**src/rtl/mem_bus_arbiter.sv**
```systemverilog
// Two-port round-robin arbiter and ALE/En/Rw sequencer for the shared 8-bit AD memory bus.
// Every output is registered from the current phase state, so bus phases trail the state register by one cycle.
module mem_bus_arbiter #(
    parameter int DATA_CYCLES = 1
) (
    input  logic       clk,
    input  logic       rst,
    input  logic       req0,
    input  logic       req1,
    input  logic       we0,
    input  logic       we1,
    input  logic [7:0] addr0,
    input  logic [7:0] addr1,
    input  logic [7:0] wdata0,
    input  logic [7:0] wdata1,
    output logic       ack0,
    output logic       ack1,
    output logic [7:0] rdata0,
    output logic [7:0] rdata1,
    output logic [1:0] grant,
    output logic       busy,
    output logic       mem_ale,
    output logic       mem_en,
    output logic       mem_rw,
    output logic [7:0] mem_ad_out,
    output logic       mem_ad_oe,
    input  logic [7:0] mem_ad_in
);

    typedef enum logic [1:0] {IDLE, ADDR, DATA, DONE} state_t;

    localparam logic [3:0] DC_INIT = 4'(DATA_CYCLES);

    state_t     state, state_nxt;
    logic [3:0] cnt, cnt_nxt;
    logic       owner, owner_nxt;   // 0 = port 0, 1 = port 1
    logic       last, last_nxt;     // port served most recently
    logic       we_l, we_l_nxt;
    logic [7:0] addr_l, addr_l_nxt;
    logic [7:0] wdata_l, wdata_l_nxt;
    logic       load;
    logic       pick;
    logic       idle_req0, idle_req1;

    // While an ack is on the wire the requester has not yet had a chance to drop req.
    assign idle_req0 = req0 & ~ack0;
    assign idle_req1 = req1 & ~ack1;

    always_comb begin
        state_nxt   = state;
        cnt_nxt     = cnt;
        last_nxt    = last;
        load        = 1'b0;
        pick        = owner;
        owner_nxt   = owner;
        we_l_nxt    = we_l;
        addr_l_nxt  = addr_l;
        wdata_l_nxt = wdata_l;

        case (state)
            IDLE: begin
                if (idle_req0 || idle_req1) begin
                    load      = 1'b1;
                    pick      = (idle_req0 && idle_req1) ? ~last : idle_req1;
                    state_nxt = ADDR;
                end
            end
            ADDR: begin
                cnt_nxt   = DC_INIT;
                state_nxt = DATA;
            end
            DATA: begin
                if (cnt == 4'd1) begin
                    state_nxt = DONE;
                end else begin
                    cnt_nxt = cnt - 4'd1;
                end
            end
            DONE: begin
                last_nxt = owner;
                if (owner ? req0 : req1) begin
                    load      = 1'b1;
                    pick      = ~owner;
                    state_nxt = ADDR;
                end else begin
                    state_nxt = IDLE;
                end
            end
            default: state_nxt = IDLE;
        endcase

        if (load) begin
            owner_nxt   = pick;
            we_l_nxt    = pick ? we1 : we0;
            addr_l_nxt  = pick ? addr1 : addr0;
            wdata_l_nxt = pick ? wdata1 : wdata0;
        end
    end

    always_ff @(posedge clk) begin
        if (rst) begin
            state   <= IDLE;
            cnt     <= 4'd0;
            owner   <= 1'b0;
            last    <= 1'b1;
            we_l    <= 1'b0;
            addr_l  <= 8'h00;
            wdata_l <= 8'h00;
        end else begin
            state   <= state_nxt;
            cnt     <= cnt_nxt;
            owner   <= owner_nxt;
            last    <= last_nxt;
            we_l    <= we_l_nxt;
            addr_l  <= addr_l_nxt;
            wdata_l <= wdata_l_nxt;
        end
    end

    // The last En cycle on the bus is the DONE state's cycle, so read data is sampled as DONE retires.
    always_ff @(posedge clk) begin
        if (rst) begin
            ack0       <= 1'b0;
            ack1       <= 1'b0;
            rdata0     <= 8'h00;
            rdata1     <= 8'h00;
            grant      <= 2'b00;
            busy       <= 1'b0;
            mem_ale    <= 1'b0;
            mem_en     <= 1'b0;
            mem_rw     <= 1'b1;
            mem_ad_out <= 8'h00;
            mem_ad_oe  <= 1'b0;
        end else begin
            ack0       <= 1'b0;
            ack1       <= 1'b0;
            grant      <= 2'b00;
            busy       <= (state != IDLE);
            mem_ale    <= 1'b0;
            mem_en     <= 1'b0;
            mem_rw     <= 1'b1;
            mem_ad_out <= 8'h00;
            mem_ad_oe  <= 1'b0;

            case (state)
                ADDR: begin
                    grant      <= owner ? 2'b10 : 2'b01;
                    mem_ale    <= 1'b1;
                    mem_ad_oe  <= 1'b1;
                    mem_ad_out <= addr_l;
                    mem_rw     <= ~we_l;
                end
                DATA: begin
                    grant      <= owner ? 2'b10 : 2'b01;
                    mem_en     <= 1'b1;
                    mem_rw     <= ~we_l;
                    mem_ad_oe  <= we_l;
                    mem_ad_out <= we_l ? wdata_l : 8'h00;
                end
                DONE: begin
                    grant <= owner ? 2'b10 : 2'b01;
                    if (owner) begin
                        ack1 <= 1'b1;
                        if (!we_l) rdata1 <= mem_ad_in;
                    end else begin
                        ack0 <= 1'b1;
                        if (!we_l) rdata0 <= mem_ad_in;
                    end
                end
                default: ;
            endcase
        end
    end

endmodule

```
**config.mk**
```make
export PLATFORM = sky130hd
export DESIGN_NAME = mem_bus_arbiter
export DESIGN_NICKNAME = d
export VERILOG_FILES = /design/src/rtl/mem_bus_arbiter.sv
export SDC_FILE = /design/constraint.sdc
export NUM_CORES = 1
export LEC_CHECK = 0
export BUFFER_PORTS_ARGS = -buffer_cell sky130_fd_sc_hd__buf_2
export CORE_MARGIN = 2
export CORE_UTILIZATION = 45
export DETAILED_ROUTE_END_ITERATION = 7
export HOLD_SLACK_MARGIN = 0.02
export PLACE_DENSITY = 0.75
export SYNTH_ARGS = -nofsm -noshare
export SYNTH_HDL_FRONTEND = slang
export SYNTH_SLANG_ARGS = --single-unit
```
**constraint.sdc**
```tcl
create_clock -name clk -period 1.6 [get_ports clk]
set_input_delay 0 -clock clk [delete_from_list [all_inputs] [get_ports clk]]
set_output_delay 0 -clock clk [all_outputs]
set_load 0.02 [all_outputs]
```
Word level (Yosys, flattened, before mapping)
Cells that the tools add are included.
Widths: inputs -> output; s select.

word-level totals
  output and inout port bits = 33
  register bits = 58
  input port bits = 46

operators by class
  equal/unequal tests = 7
  multiplexer cells = 25
  bitwise gates (word level) = 10
  add/sub/neg operators = 1
  reduce and logical (&&, ||, !) cells = 14

operators with widths
  operator             number
  $mux 8               3
  $pmux 8 s2           1
  $mux 1               12
  $not 1->1            8
  $pmux 2 s4           1
  $pmux 4 s2           1
  $reduce_or 2->1      4
  $mux 2               3
  $ne 2x2->1 const B   3
  $pmux 1 s2           3
  $reduce_and 3->1     2
  $eq 2x2->1 const B   2
  $eq 4x1->1 const B   1
  $mux 4               1
  $reduce_and 2->1     2
  $reduce_bool 2->1    2
  $sub 4x1->4 const B  1
  $reduce_or 3->1      1
  $and 1x1->1          2
  $eq 2x1->1 const B   1
  $logic_not 2->1      1
  $logic_and 1x1->1    1
  $logic_or 1x1->1     1

Logic depth before layout (Yosys ltp)
  depth in word-level cells = 7
  gate-level depth with buffers = 7

Worst setup path after synthesis
OpenSTA, ideal clock, no wires.

  path type = register to register
  from = register state[0]
  to = register addr_l[1]
  data required time = 1.512 ns
  cell stages (with the launch flop) = 8
  path buffers = 1
  library setup time = 0.088 ns
  arrival = 1.639 ns
  path slack = -0.127 ns
  cells stage by stage = dfxtp_1 -> inv_1 -> ha_1 -> a31oi_2 -> o21a_4 -> buf_4 -> o21ai_0 -> a311oi_2

between the ends
  cells in the longest elaborated chain, start to end = 3
  elaborated cells on any way between the ends = 5

RTL lines
  what                                                  RTL line  text
  start: declaration                                    34        state_t state, state_nxt;
  start signal: assignment                              110       state <= state_nxt;
  $eq 2x2->1 / $logic_not 2->1 (equally long branches)  60        case (state)
  $pmux 1 s2                                            60
  $mux 8                                                95        addr_l_nxt = pick ? addr1 : addr0;
  end signal: assignment                                115       addr_l <= addr_l_nxt;
  end: declaration                                      39        logic [7:0] addr_l, addr_l_nxt;

Parallel ways exist; a longest one is shown, timed or not.
A chain may end at the register's enable or synchronous reset.

Worst setup path after layout
  from = register ack0
  to = register we_l

between the ends
  cells in the longest elaborated chain, start to end = 7
  elaborated cells on any way between the ends = 10

RTL lines
  what                      RTL line  text
  start: declaration        16        output logic ack0,
  start signal: assignment  123       ack0 <= 1'b0;
  start signal: assignment  135       ack0 <= 1'b0;
  start signal: assignment  166       ack0 <= 1'b1;
  $not 1->1 *               46        assign idle_req0 = req0 & ~ack0;
  $and 1x1->1 *             46
  $logic_and 1x1->1         64        pick = (idle_req0 && idle_req1) ? ~last : idle_req1;
  $mux 1                    64
  $mux 1                    62        if (idle_req0 || idle_req1) begin
  $pmux 1 s2                60
  $mux 1                    94        we_l_nxt = pick ? we1 : we0;
  end signal: assignment    114       we_l <= we_l_nxt;
  end: declaration          38        logic we_l, we_l_nxt;

Every way passes the cells marked *; elsewhere a longest branch is shown, timed or not.

==> reports/qor.txt <==
status: finished, violations left
failing checks: negative setup slack
antenna violations before repair: 0
P_sw: 2580 µW
sequential area share after synthesis: 0.472
critical path arrival: 2.00 ns
final core utilization: 0.736
total grt overflow: 0
number of max-cap violations: 0
post-route ant nets: 0
Synth cell types: 39
DRT Pass-1 Iters: 5
average cell area after synthesis: 9.08 µm²
yosys warns: 0
H-tree levels: 3
Worst Reg-to-Reg Cells: 5
setup slack at placement: -0.195 ns
combinational share of power: 0.516
DP Area: 3070 µm²
Post-synth EDFFs: 0
Sequential Area: 1170 µm²
Row Count: 26
maximum clock rate: 0.566 GHz
P&R area growth vs syn: 55.7%
Tightest Hold Check Type: in -> reg
largest net degree at the start of global routing: 36
gp weighted congestion: 0.819
worst-skew pair later-pin latency: 0.33 ns
Synth top area share: 0.472
fraction of layout cells with a size suffix above 1: 0.378
Hold Fails Final Rpt: 0
Starting Density: 0.473
internal power: 3900 µW
hold_ws: 0.0939 ns
P_leak: 0.00163 µW
largest area contributor in the netlist: dfxtp_1
Yosys reg bits: 58
max-slew violation count: 0
Final min period: 1.77 ns
area of the multi-input gates: 1280 µm²
per-cell routed wire length: 15.8 µm
Slew @ Worst Pin: 0.440 ns
switching part of the total power: 0.398
worst relative slew slack: 0.707
Final Power: 6480 µW
root buffer cell: clkbuf_8
Area contributors post-synth: dfxtp_1 47%, nor2_1 7.2%, a311oi_2 6.7%, nand2_1 5.3%, o21ai_0 4.1%
crit end category: flop
first-pass GRT wire length: 11.4 mm
die area: 6080 µm²
endpoints failing setup: 6
clock power share: 0.183
FF-to-FF End: we_l
drt total wl: 7.74 mm
top-count cell post-synth: dfxtp_1
CP max-delay cell: a21oi_2
Final nets: 469
Die W: 78.0 µm
TritonCTS Buffers: 9
CP max stage delay: 0.38 ns
sequential share of power: 0.301
PnR worst setup slack: -0.166 ns
DR iter-0 viols: 179
Finished Cell Area: 3830 µm²
Boundary Pins: 79
critical path endpoint: we_l
ys async rst share: 0
clock transition at the registers of the reported paths: 0.06 ns
DP HPWL: 4.13 mm
maximum fanout along the worst path: 8
Clock Sink Count: 58
R2R Path Start: ack0
reg2reg setup slack: -0.17 ns
Final period util: 1.10
Core ar.: 5200 µm²
All-Layer GR Usage: 0.241
FILL cells: 341
WS Path Type: reg -> reg
Main synth FF type: dfxtp_1
Gate Count Post-Synth: 271
Remaining DRCs: 0
final setup skew: 0.00610 ns
ANT cells: 0
post-synth net total: 323
CP Launch Point: ack0
CP cell instances: nand2b_1 > a21oi_2 > o21a_4 > o21ai_0 > a311oi_2
CP Data Required Time: 1.83 ns
PwrDens: 1690 nW/µm²
Port Buffers: 78
die height: 78.0 µm
Cell Area, Synth: 2460 µm²
Via-to-Cell Ratio: 5.39
most frequent cells after synthesis: 58 x dfxtp_1, 47 x nor2_1, 35 x nand2_1, 20 x o21ai_0, 13 x a21oi_1
unrepaired setup endpoints after global routing: yes
CTS tree: built
number of global-route vias before repair: 2,357
Max clock buf depth: 2
vias post-DR: 2,647
VDD IR max: 0.00156 V
crit path launch type: flop
[final cells by class]
class	instances	share of cell area
inverter	6	0.00653
multi-input combinational	193	0.335
clock buffer	12	0.0405
clock inverter	3	0.00392
tap	70	0.0229
timing repair buffer	149	0.286
sequential	58	0.305
[worst min-delay path by stage]
stage                  from        end  slack (ns)  depth (start not counted)
2_1_floorplan  mem_ad_in[0]  rdata1[0]        0.14                          2
3_3_place_gp   mem_ad_in[2]  rdata1[2]        0.25                          3
3_5_place_dp   mem_ad_in[3]  rdata1[3]        0.26                          3
4_1_cts                 rst   state[1]        0.06                          2
5_1_grt                 rst   state[1]         0.1                          2
6_report                rst   state[1]        0.09                          2
[layer usage]
layer	wire length [µm]	global-route usage	vias to the layer above
met1	3150	0.296	1262
met3	421	0.0430	28
met5	0	0	-
met2	3900	0.408	116
li1	-	-	1241
met4	265	0.116	0
[cells by family after synthesis]
| logic type | share of synthesized area |
|---|---|
| multiplexers | 0.0412 |
| XOR/XNOR | 0.00712 |
| flip-flops | 0.472 |
| AO/OA/AOI/OAI | 0.224 |
| AND/OR/NAND/NOR | 0.181 |
| buffers and inverters | 0.0447 |
| adder cells (fa/ha/maj) | 0.0305 |
[power groups by stage]
| stage | Clock, µW | Sequential, µW | Combinational [µW] |
|---|---|---|---|
| 6_report | 1190 | 1950 | 3340 |
| 5_1_grt | 1270 | 1970 | 3570 |
| 4_1_cts | 1190 | 1920 | 2780 |
| 3_5_place_dp | 0 | 1950 | 2540 |
| 3_3_place_gp | 0 | 1940 | 2490 |
| 2_1_floorplan | 0 | 1990 | 1760 |
[state kept, by name, indices dropped and copies added, names as in the netlist, 2 cells and up, named ones only]
signal,count
wdata_l,8
mem_ad_out,8
rdata1,8
addr_l,8
cnt,4
state,2
grant,2
rdata0,8
[repair_timing]
| action | 4_1_cts | 5_1_grt |
|---|---|---|
| buffers inserted | 1 | 6 |
| pin swaps | 3 | 9 |
| hold endpoints to repair | 33 | 0 |
| hold buffers | 42 | 0 |
| resized for setup | 11 | 19 |
| endpoints found under the setup margin | 19 | 24 |
| cloned | 2 | 1 |
[cell usage in the layout (no fill, tap or decap), types with 2 or more instances in the layout]
| cell | Yosys | layout |
|---|---|---|
| dfxtp_1 | 58 | 55 |
| nor3_1 | 4 | 4 |
| clkbuf_8 | 0 | 11 |
| ha_1 | 6 | 3 |
| mux2i_1 | 9 | 9 |
| dfxtp_2 | 0 | 2 |
| o21ai_2 | 2 | 3 |
| a22oi_1 | 8 | 8 |
| nand2_1 | 35 | 35 |
| clkinv_2 | 0 | 3 |
| ha_2 | 0 | 2 |
| a311oi_1 | 6 | 4 |
| a311oi_2 | 11 | 13 |
| buf_2 | 1 | 78 |
| a21oi_1 | 13 | 11 |
| nand3b_1 | 2 | 2 |
| o21a_4 | 1 | 3 |
| o21ai_0 | 20 | 11 |
| inv_1 | 6 | 4 |
| o21ai_1 | 0 | 7 |
| buf_12 | 0 | 4 |
| nand2b_1 | 3 | 3 |
| and2_1 | 2 | 2 |
| a21oi_2 | 0 | 2 |
| dlygate4sd3_1 | 0 | 42 |
| a211oi_1 | 2 | 2 |
| nor2_1 | 47 | 47 |
| nor2b_1 | 4 | 4 |
| buf_4 | 3 | 24 |
[critical path: cells and delay by family (launching register included)]
family / cells / cell delay (ns)
AOI/OAI and AO/OA: 4 / 1.12
DFF: 1 / 0.33
and+or+nand+nor: 1 / 0.21
[per-stage QoR]
stage          TNS (ns)  instances
2_1_floorplan         0        271
3_3_place_gp      -1.47        424
3_5_place_dp      -2.98        424
4_1_cts               0        484
5_1_grt           -1.15        491
6_report         -0.295        491
(Power assumes the default switching activity.)
